===== src/rtl/ddr_port_arbiter_2to1_if.sv =====
// Avalon-MM burst link used for both masters and the shared DDR port.
interface ddr_port_arbiter_2to1_if #(
    parameter int AWIDTH  = 28,
    parameter int DWIDTH  = 256,
    parameter int BEWIDTH = 32,
    parameter int BCWIDTH = 5
);
    logic [AWIDTH-1:0]  address;
    logic               read;
    logic               write;
    logic [DWIDTH-1:0]  writedata;
    logic [BEWIDTH-1:0] byteenable;
    logic [BCWIDTH-1:0] burstcount;
    logic               waitrequest;
    logic [DWIDTH-1:0]  readdata;
    logic               readdatavalid;
    logic               writeack;

    modport master (
        output address, read, write, writedata, byteenable, burstcount,
        input  waitrequest, readdata, readdatavalid, writeack
    );

    modport slave (
        input  address, read, write, writedata, byteenable, burstcount,
        output waitrequest, readdata, readdatavalid, writeack
    );
endinterface


===== src/rtl/ddr_port_arbiter_2to1.sv =====
// Two Avalon-MM masters share one DDR port: round-robin grant, write bursts
// hold the grant until their last beat, responses routed by issue-order tag FIFOs.

// Small tag FIFO; a push becomes visible at the head on the following cycle.
module ddr_port_arbiter_2to1_tagfifo #(
    parameter int W     = 1,
    parameter int DEPTH = 16
) (
    input  logic         clock,
    input  logic         reset,
    input  logic         push_i,
    input  logic [W-1:0] din_i,
    input  logic         pop_i,
    output logic [W-1:0] dout_o,
    output logic         full_o,
    output logic         empty_o
);
    localparam int AW = $clog2(DEPTH);

    logic [W-1:0]  mem_q [DEPTH];
    logic [AW-1:0] wptr_q, rptr_q;
    logic [AW:0]   cnt_q;

    // Pointers and occupancy; callers never push when full or pop when empty.
    always_ff @(posedge clock) begin
        if (reset) begin
            wptr_q <= '0;
            rptr_q <= '0;
            cnt_q  <= '0;
        end else begin
            if (push_i) wptr_q <= wptr_q + AW'(1);
            if (pop_i)  rptr_q <= rptr_q + AW'(1);
            case ({push_i, pop_i})
                2'b10:   cnt_q <= cnt_q + (AW+1)'(1);
                2'b01:   cnt_q <= cnt_q - (AW+1)'(1);
                default: cnt_q <= cnt_q;
            endcase
        end
    end

    // Storage needs no reset; occupancy decides what is valid.
    always_ff @(posedge clock) begin
        if (push_i) mem_q[wptr_q] <= din_i;
    end

    assign dout_o  = mem_q[rptr_q];
    assign full_o  = (cnt_q == (AW+1)'(DEPTH));
    assign empty_o = (cnt_q == '0);
endmodule

module ddr_port_arbiter_2to1 #(
    parameter int AWIDTH   = 28,
    parameter int DWIDTH   = 256,
    parameter int BEWIDTH  = 32,
    parameter int BCWIDTH  = 5,
    parameter int RD_DEPTH = 16,
    parameter int WR_DEPTH = 16
) (
    input  logic                           clock,
    input  logic                           reset,
    ddr_port_arbiter_2to1_if.slave         m0,
    ddr_port_arbiter_2to1_if.slave         m1,
    ddr_port_arbiter_2to1_if.master        avm,
    output logic                           error
);
    localparam int RD_W = 1 + BCWIDTH;

    // Arbitration state
    logic               rr_q, rr_d;
    logic               lock_q, lock_d;
    logic               lock_id_q, lock_id_d;
    logic [BCWIDTH-1:0] wbeats_q, wbeats_d;
    logic [BCWIDTH-1:0] rbeats_q, rbeats_d;
    logic               error_q, error_d;

    // Selected master view
    logic [1:0]         req;
    logic               sel;
    logic [AWIDTH-1:0]  s_addr;
    logic               s_read, s_write;
    logic [DWIDTH-1:0]  s_wdata;
    logic [BEWIDTH-1:0] s_be;
    logic [BCWIDTH-1:0] s_bc, s_bc_eff;
    logic               stall, lock_rd_viol, s_wait;
    logic               go_read, go_write, rd_acc, wr_acc;

    // Tag FIFO plumbing
    logic [RD_W-1:0]    rd_dout;
    logic               rd_full, rd_empty, rd_push, rd_pop;
    logic               wr_dout, wr_full, wr_empty, wr_push, wr_pop;
    logic               rd_head_id;
    logic [BCWIDTH-1:0] rd_head_bc;
    logic               rdv_ok, rbeat_last, wack_ok;

    assign req = {m1.read | m1.write, m0.read | m0.write};

    // Grant: a locked write burst keeps the port; otherwise rr_ptr has priority.
    always_comb begin
        sel = rr_q;
        if (lock_q)
            sel = lock_id_q;
        else if (req[rr_q])
            sel = rr_q;
        else if (req[~rr_q])
            sel = ~rr_q;
    end

    assign s_addr   = sel ? m1.address    : m0.address;
    assign s_read   = sel ? m1.read       : m0.read;
    assign s_write  = sel ? m1.write      : m0.write;
    assign s_wdata  = sel ? m1.writedata  : m0.writedata;
    assign s_be     = sel ? m1.byteenable : m0.byteenable;
    assign s_bc     = sel ? m1.burstcount : m0.burstcount;
    // A zero burstcount is flagged and then handled as a single beat.
    assign s_bc_eff = (s_bc == '0) ? BCWIDTH'(1) : s_bc;

    // Only the first write beat allocates a write-ack tag.
    assign stall        = (s_read & rd_full) | (s_write & ~lock_q & wr_full);
    assign lock_rd_viol = lock_q & s_read;
    assign go_read      = ~reset & s_read & ~lock_q & ~stall;
    assign go_write     = ~reset & s_write & ~stall;
    assign rd_acc       = go_read & ~avm.waitrequest;
    assign wr_acc       = go_write & ~avm.waitrequest;
    assign s_wait       = reset | avm.waitrequest | stall | lock_rd_viol;

    assign avm.address    = s_addr;
    assign avm.read       = go_read;
    assign avm.write      = go_write;
    assign avm.writedata  = s_wdata;
    assign avm.byteenable = s_be;
    assign avm.burstcount = s_bc_eff;

    assign m0.waitrequest = sel ? 1'b1 : s_wait;
    assign m1.waitrequest = sel ? s_wait : 1'b1;
    assign m0.readdata    = avm.readdata;
    assign m1.readdata    = avm.readdata;

    // Response routing from the head of each tag FIFO.
    assign rd_head_id = rd_dout[RD_W-1];
    assign rd_head_bc = rd_dout[BCWIDTH-1:0];
    assign rdv_ok     = ~reset & avm.readdatavalid & ~rd_empty;
    assign rbeat_last = ((rbeats_q + BCWIDTH'(1)) == rd_head_bc);
    assign rd_push    = rd_acc;
    assign rd_pop     = rdv_ok & rbeat_last;
    assign wack_ok    = ~reset & avm.writeack & ~wr_empty;
    assign wr_push    = wr_acc & ~lock_q;
    assign wr_pop     = wack_ok;

    assign m0.readdatavalid = rdv_ok & ~rd_head_id;
    assign m1.readdatavalid = rdv_ok &  rd_head_id;
    assign m0.writeack      = wack_ok & ~wr_dout;
    assign m1.writeack      = wack_ok &  wr_dout;

    ddr_port_arbiter_2to1_tagfifo #(.W(RD_W), .DEPTH(RD_DEPTH)) u_rd_fifo (
        .clock   (clock),
        .reset   (reset),
        .push_i  (rd_push),
        .din_i   ({sel, s_bc_eff}),
        .pop_i   (rd_pop),
        .dout_o  (rd_dout),
        .full_o  (rd_full),
        .empty_o (rd_empty)
    );

    ddr_port_arbiter_2to1_tagfifo #(.W(1), .DEPTH(WR_DEPTH)) u_wr_fifo (
        .clock   (clock),
        .reset   (reset),
        .push_i  (wr_push),
        .din_i   (sel),
        .pop_i   (wr_pop),
        .dout_o  (wr_dout),
        .full_o  (wr_full),
        .empty_o (wr_empty)
    );

    // Next state: rr pointer, burst lock, read beat counter, sticky error.
    always_comb begin
        rr_d      = rr_q;
        lock_d    = lock_q;
        lock_id_d = lock_id_q;
        wbeats_d  = wbeats_q;
        rbeats_d  = rbeats_q;
        error_d   = error_q;

        if (rd_acc)
            rr_d = ~sel;

        if (wr_acc) begin
            if (!lock_q) begin
                if (s_bc_eff == BCWIDTH'(1)) begin
                    rr_d = ~sel;
                end else begin
                    lock_d    = 1'b1;
                    lock_id_d = sel;
                    wbeats_d  = s_bc_eff - BCWIDTH'(1);
                end
            end else begin
                wbeats_d = wbeats_q - BCWIDTH'(1);
                if (wbeats_q == BCWIDTH'(1)) begin
                    lock_d = 1'b0;
                    rr_d   = ~lock_id_q;
                end
            end
        end

        if (rdv_ok)
            rbeats_d = rbeat_last ? '0 : rbeats_q + BCWIDTH'(1);

        if ((avm.readdatavalid & rd_empty) |
            (avm.writeack & wr_empty) |
            ((rd_acc | (wr_acc & ~lock_q)) & (s_bc == '0)) |
            lock_rd_viol)
            error_d = 1'b1;
    end

    // State register with synchronous reset.
    always_ff @(posedge clock) begin
        if (reset) begin
            rr_q      <= 1'b0;
            lock_q    <= 1'b0;
            lock_id_q <= 1'b0;
            wbeats_q  <= '0;
            rbeats_q  <= '0;
            error_q   <= 1'b0;
        end else begin
            rr_q      <= rr_d;
            lock_q    <= lock_d;
            lock_id_q <= lock_id_d;
            wbeats_q  <= wbeats_d;
            rbeats_q  <= rbeats_d;
            error_q   <= error_d;
        end
    end

    assign error = error_q;
endmodule


===== src/flat_wrapper.sv =====
// flat-port wrapper written by rule: the top's interface ports become plain ports
module ddr_port_arbiter_2to1_flat 
#(
    parameter int AWIDTH   = 28,
    parameter int DWIDTH   = 256,
    parameter int BEWIDTH  = 32,
    parameter int BCWIDTH  = 5,
    parameter int RD_DEPTH = 16,
    parameter int WR_DEPTH = 16
)
  (clock, reset, error, m0_address, m0_read, m0_write, m0_writedata, m0_byteenable, m0_burstcount, m0_waitrequest, m0_readdata, m0_readdatavalid, m0_writeack, m1_address, m1_read, m1_write, m1_writedata, m1_byteenable, m1_burstcount, m1_waitrequest, m1_readdata, m1_readdatavalid, m1_writeack, avm_address, avm_read, avm_write, avm_writedata, avm_byteenable, avm_burstcount, avm_waitrequest, avm_readdata, avm_readdatavalid, avm_writeack);
  ddr_port_arbiter_2to1_if #(.AWIDTH(AWIDTH), .DWIDTH(DWIDTH), .BEWIDTH(BEWIDTH), .BCWIDTH(BCWIDTH)) m0_i ();
  ddr_port_arbiter_2to1_if #(.AWIDTH(AWIDTH), .DWIDTH(DWIDTH), .BEWIDTH(BEWIDTH), .BCWIDTH(BCWIDTH)) m1_i ();
  ddr_port_arbiter_2to1_if #(.AWIDTH(AWIDTH), .DWIDTH(DWIDTH), .BEWIDTH(BEWIDTH), .BCWIDTH(BCWIDTH)) avm_i ();
  input  logic clock;
  input  logic reset;
  output logic error;
  input wire logic [$bits(m0_i.address)-1:0] m0_address;
  input wire logic [$bits(m0_i.read)-1:0] m0_read;
  input wire logic [$bits(m0_i.write)-1:0] m0_write;
  input wire logic [$bits(m0_i.writedata)-1:0] m0_writedata;
  input wire logic [$bits(m0_i.byteenable)-1:0] m0_byteenable;
  input wire logic [$bits(m0_i.burstcount)-1:0] m0_burstcount;
  output wire logic [$bits(m0_i.waitrequest)-1:0] m0_waitrequest;
  output wire logic [$bits(m0_i.readdata)-1:0] m0_readdata;
  output wire logic [$bits(m0_i.readdatavalid)-1:0] m0_readdatavalid;
  output wire logic [$bits(m0_i.writeack)-1:0] m0_writeack;
  input wire logic [$bits(m1_i.address)-1:0] m1_address;
  input wire logic [$bits(m1_i.read)-1:0] m1_read;
  input wire logic [$bits(m1_i.write)-1:0] m1_write;
  input wire logic [$bits(m1_i.writedata)-1:0] m1_writedata;
  input wire logic [$bits(m1_i.byteenable)-1:0] m1_byteenable;
  input wire logic [$bits(m1_i.burstcount)-1:0] m1_burstcount;
  output wire logic [$bits(m1_i.waitrequest)-1:0] m1_waitrequest;
  output wire logic [$bits(m1_i.readdata)-1:0] m1_readdata;
  output wire logic [$bits(m1_i.readdatavalid)-1:0] m1_readdatavalid;
  output wire logic [$bits(m1_i.writeack)-1:0] m1_writeack;
  output wire logic [$bits(avm_i.address)-1:0] avm_address;
  output wire logic [$bits(avm_i.read)-1:0] avm_read;
  output wire logic [$bits(avm_i.write)-1:0] avm_write;
  output wire logic [$bits(avm_i.writedata)-1:0] avm_writedata;
  output wire logic [$bits(avm_i.byteenable)-1:0] avm_byteenable;
  output wire logic [$bits(avm_i.burstcount)-1:0] avm_burstcount;
  input wire logic [$bits(avm_i.waitrequest)-1:0] avm_waitrequest;
  input wire logic [$bits(avm_i.readdata)-1:0] avm_readdata;
  input wire logic [$bits(avm_i.readdatavalid)-1:0] avm_readdatavalid;
  input wire logic [$bits(avm_i.writeack)-1:0] avm_writeack;
  assign m0_i.address = m0_address;
  assign m0_i.read = m0_read;
  assign m0_i.write = m0_write;
  assign m0_i.writedata = m0_writedata;
  assign m0_i.byteenable = m0_byteenable;
  assign m0_i.burstcount = m0_burstcount;
  assign m0_waitrequest = m0_i.waitrequest;
  assign m0_readdata = m0_i.readdata;
  assign m0_readdatavalid = m0_i.readdatavalid;
  assign m0_writeack = m0_i.writeack;
  assign m1_i.address = m1_address;
  assign m1_i.read = m1_read;
  assign m1_i.write = m1_write;
  assign m1_i.writedata = m1_writedata;
  assign m1_i.byteenable = m1_byteenable;
  assign m1_i.burstcount = m1_burstcount;
  assign m1_waitrequest = m1_i.waitrequest;
  assign m1_readdata = m1_i.readdata;
  assign m1_readdatavalid = m1_i.readdatavalid;
  assign m1_writeack = m1_i.writeack;
  assign avm_address = avm_i.address;
  assign avm_read = avm_i.read;
  assign avm_write = avm_i.write;
  assign avm_writedata = avm_i.writedata;
  assign avm_byteenable = avm_i.byteenable;
  assign avm_burstcount = avm_i.burstcount;
  assign avm_i.waitrequest = avm_waitrequest;
  assign avm_i.readdata = avm_readdata;
  assign avm_i.readdatavalid = avm_readdatavalid;
  assign avm_i.writeack = avm_writeack;
  ddr_port_arbiter_2to1 #(.AWIDTH(AWIDTH), .DWIDTH(DWIDTH), .BEWIDTH(BEWIDTH), .BCWIDTH(BCWIDTH), .RD_DEPTH(RD_DEPTH), .WR_DEPTH(WR_DEPTH)) u_core (.clock(clock), .reset(reset), .m0(m0_i), .m1(m1_i), .avm(avm_i), .error(error));
endmodule

===== config.mk =====
export PLATFORM = sky130hd
export DESIGN_NAME = ddr_port_arbiter_2to1_flat
export DESIGN_NICKNAME = d
export VERILOG_FILES = /design/src/rtl/ddr_port_arbiter_2to1_if.sv /design/src/rtl/ddr_port_arbiter_2to1.sv /design/src/flat_wrapper.sv
export SDC_FILE = /design/constraint.sdc
export NUM_CORES = 1
export LEC_CHECK = 0
export BUFFER_PORTS_ARGS = -buffer_cell sky130_fd_sc_hd__clkbuf_2
export CORE_AREA = 3 3 677 679
export DETAILED_ROUTE_END_ITERATION = 6
export DIE_AREA = 0 0 680 682
export PLACE_DENSITY = 0.3
export SLEW_MARGIN = 5
export SYNTH_ARGS = -nofsm -noshare
export SYNTH_HDL_FRONTEND = slang
export SYNTH_SLANG_ARGS = --single-unit

===== constraint.sdc =====
create_clock -name clock -period 6.8 [get_ports clock]
set_clock_uncertainty 0.15 [all_clocks]
set_input_delay 0 -clock clock [delete_from_list [all_inputs] [get_ports clock]]
set_output_delay 0 -clock clock [all_outputs]
set_load 0.03 [all_outputs]

==> results.json <==
{
  "final.period_utilization_pct": 73.4,
  "routed_wl_mm": 331,
  "core-area_mm2": 0.452,
  "p_leak_nw": 11.6,
  "synth.avg_cell_area_um2": 7.17,
  "cp.arrival_ns": 5.16,
  "ys_warn_count": 0,
  "multi_input_area_mm2": 0.00661,
  "netlist_instances": 2122,
  "grt_pass1_vias": 18000,
  "synth.distinct_cells": 64,
  "rows": 247,
  "area_delta_synth_final_pct": 86.9,
  "critical_path_class": "flop to flop",
  "violations": "design-rule violations, negative hold slack",
  "finalWorstSetupSlack_ns": 1.81,
  "ys_async_sr_fraction_pct": 0,
  "synth_edf_count": 112,
  "synth_most_common_cell": "nand2_1",
  "ys_top_cells_by_area": "buf_4 25%, nand2_1 24%, edfxtp_1 22%",
  "cpLargestDelayFamily": "simple AND/OR/NAND/NOR gates",
  "yosysTopAreaCell": "buf_4",
  "track_usage_pct": 13.6,
  "final-hold-violation-count": 20,
  "clock_path_buffers": 2,
  "max_freq_ghz": 0.200,
  "grt-ovfl-total": 0,
  "cts_buffers": 17,
  "vias": 20500,
  "slew_violations": 0,
  "setup_tns_ns": 0,
  "cts_tree": "done",
  "drive_gt1_share_pct": 41.7,
  "nFillCells": 53800,
  "io_buffer_count": 980,
  "ys_ff_latch": 160,
  "antenna_found_initial": 323,
  "final_antenna_net_count": 0,
  "gp_congestion": 1.16,
  "fp.dieH_um": 682,
  "clock_latency_ns": 0.44,
  "cts_sinks": 160,
  "seqCellArea_mm2": 0.00433,
  "powerDensity_mw_per_mm2": 181,
  "setup_violations": 0,
  "placedCellCount": 8489,
  "critical-path-max-stage-delay_ns": 0.72,
  "postLayoutCoreUtil_pct": 6.29,
  "holdWs_ns": -0.00697,
  "start_util_pct": 3.36,
  "grt_pass1_wl_mm": 368,
  "cts_resized": 0,
  "crit_chain": "buf_4 > inv_1 > o211ai_2 > and3_4 > inv_16 > a211o_1 > nor2_1 > inv_1 > ha_1 > xor2_1 > ha_1 > a21oi_1 > nor3b_1 > o21ai_0 > a21oi_1 > xnor2_1 > nor2_1",
  "root_buffer": "clkbuf_16",
  "hold_path.class": "primary input to output port",
  "yosys-top-cells-count": "980 x nand2_1, 515 x buf_4, 112 x edfxtp_1",
  "yosys_most_used_dff": "edfxtp_1",
  "critPathBufInv": 4,
  "avgRoutedWirePerCell_um": 37.1,
  "ioPinCount": 1749,
  "ctsHtreeMaxLevel": 4,
  "rsz0062_at_grt": "no",
  "post-place-ws_ns": 1.91,
  "netlist_area_mm2": 0.0152,
  "critPathLaunchType": "flop",
  "dieWidth_um": 680,
  "maxCapViolCount": 0,
  "slowest_stage": "nor2_1",
  "dr.pass1.iters": 7,
  "stdcell_count": 8915,
  "worst_pin_slew_ns": 1.30,
  "path_clk_slew_ns": 0.08,
  "path_max_fanout": 105,
  "grt_max_degree": 108,
  "synth_top_area_share_pct": 25.4,
  "relSlewSlack_pct": 13.1,
  "outcome": "complete, but fails checks",
  "cp.required_ns": 6.97,
  "ir_worst_vdd_v": 0.000206,
  "fin_nets": 3755,
  "dp_hpwl_mm": 306,
  "synth_nets": 3052,
  "route.detailed.drc": 8,
  "setup.worst_path.end_class": "flop",
  "period_needed_ns": 4.99,
  "detail_route.iter0.violations": 2545,
  "rrSetupSlack_ns": 1.81,
  "drt-vias-per-instance": 2.30,
  "ys_seq_area_share_pct": 28.4,
  "die_area_mm2": 0.464
}
## flip-flops by register name, indices dropped and copies added (netlist names), named ones only
| signal | cells |
|---|---|
| u_core.u_wr_fifo.mem_q | 16 |
| u_core.lock_q | 1 |
| u_core.rbeats_q | 5 |
| u_core.u_wr_fifo.rptr_q | 4 |
| u_core.wbeats_q | 5 |
| u_core.lock_id_q | 1 |
| u_core.u_wr_fifo.cnt_q | 5 |
| u_core.rr_q | 1 |
| u_core.u_rd_fifo.mem_q | 96 |
| u_core.u_wr_fifo.wptr_q | 4 |
| u_core.u_rd_fifo.wptr_q | 4 |
| u_core.u_rd_fifo.rptr_q | 4 |
| u_core.u_rd_fifo.cnt_q | 5 |
| u_core.error | 1 |
## placed cells by master (no fill, tap or decap), drive strengths merged, types with 3 or more instances in the layout
master       count
dlygate4sd3    181
nand3b           4
clkbuf         997
nor4             5
nor3            13
mux2i           32
or2              3
or3              9
a31oi            3
a21o             6
or4              4
mux2             3
o211ai           3
xnor2            8
clkinv           3
nand3           17
dfxtp           48
a21oi           28
inv             27
xor2            16
nand2          980
and2             4
a211oi           3
mux4            26
o21ai           19
diode          101
buf            129
and3            32
edfxtp         112
nor2            52
ha              22
nor2b           12
## cell type report
class                           instances  area share [%]
Timing Repair Buffer                 1290            32.0
Tap cell                             5976            26.3
Multi-Input combinational cell       1339            23.2
Sequential cell                       160            15.2
Clock buffer                           17            1.50
Antenna cell                          101           0.889
Clock inverter                         15           0.559
Inverter                               17           0.282
## where the power goes
group	total, W	internal [W]	switching (W)
clock	0.000969	0.000492	0.000476
combinational	0.00308	0.000663	0.00242
sequential	0.00108	0.00107	0.0000151
total	0.00514	0.00222	0.00291
## metal layers
layer  part of all wire [%]  track usage, %
met1                     30            12.2
met2                     46            22.0
met3                     19            11.7
met4                    4.2            4.64
met5                   0.53            1.59
## per-stage QoR
step,area [um2],total power [W]
finish,28400,0.00514
global route,28400,0.00533
CTS,28100,0.00519
floorplan,15200,0.00263
global placement,23600,0.00330
detailed placement,23600,0.00329
## worst reg2reg max path, cell delays in order, from the launching register on
cell      delay, ns
dfxtp_1        0.31
buf_4          0.23
inv_1          0.24
o211ai_2       0.17
and3_4         0.48
inv_16         0.20
a211o_1        0.45
nor2_1         0.72
inv_1          0.27
ha_1           0.40
xor2_1         0.19
ha_1           0.20
a21oi_1        0.25
nor3b_1        0.10
o21ai_0        0.19
a21oi_1        0.12
xnor2_1        0.15
nor2_1         0.05
## repair_timing
item,CTS,global route
buffers inserted,0,0
hold buffers,285,8
hold endpoints to repair,520,8
## logic make-up (layout without fill, tap and decap cells)
kind of cell	Yosys count	count (layout)	share of synthesized area, %
AND/OR/NAND/NOR	1142	1142	29.9
buffers and inverters	623	1339	28.2
flip-flops	160	160	28.4
AO/OA/AOI/OAI	87	87	3.86
multiplexers	61	61	6.18
adder cells (fa/ha/maj)	25	25	2.07
XOR/XNOR	24	24	1.38
other	0	101	0
## path summary, 6_finish.rpt
path / from / end / cells after the start
worst max-delay path: u_core.lock_q$_SDFFE_PP0P_ / u_core.u_wr_fifo.cnt_q[4]$_SDFFE_PP0P_ / 17
worst min-delay path: avm_readdata[105] / m0_readdata[105] / 1
worst max register to register: u_core.lock_q$_SDFFE_PP0P_ / u_core.u_wr_fifo.cnt_q[4]$_SDFFE_PP0P_ / 17
worst min register to register: u_core.rbeats_q[1]$_SDFFE_PP0P_ / u_core.rbeats_q[1]$_SDFFE_PP0P_ / 2
Note: power is estimated with default switching activity, not from simulation.
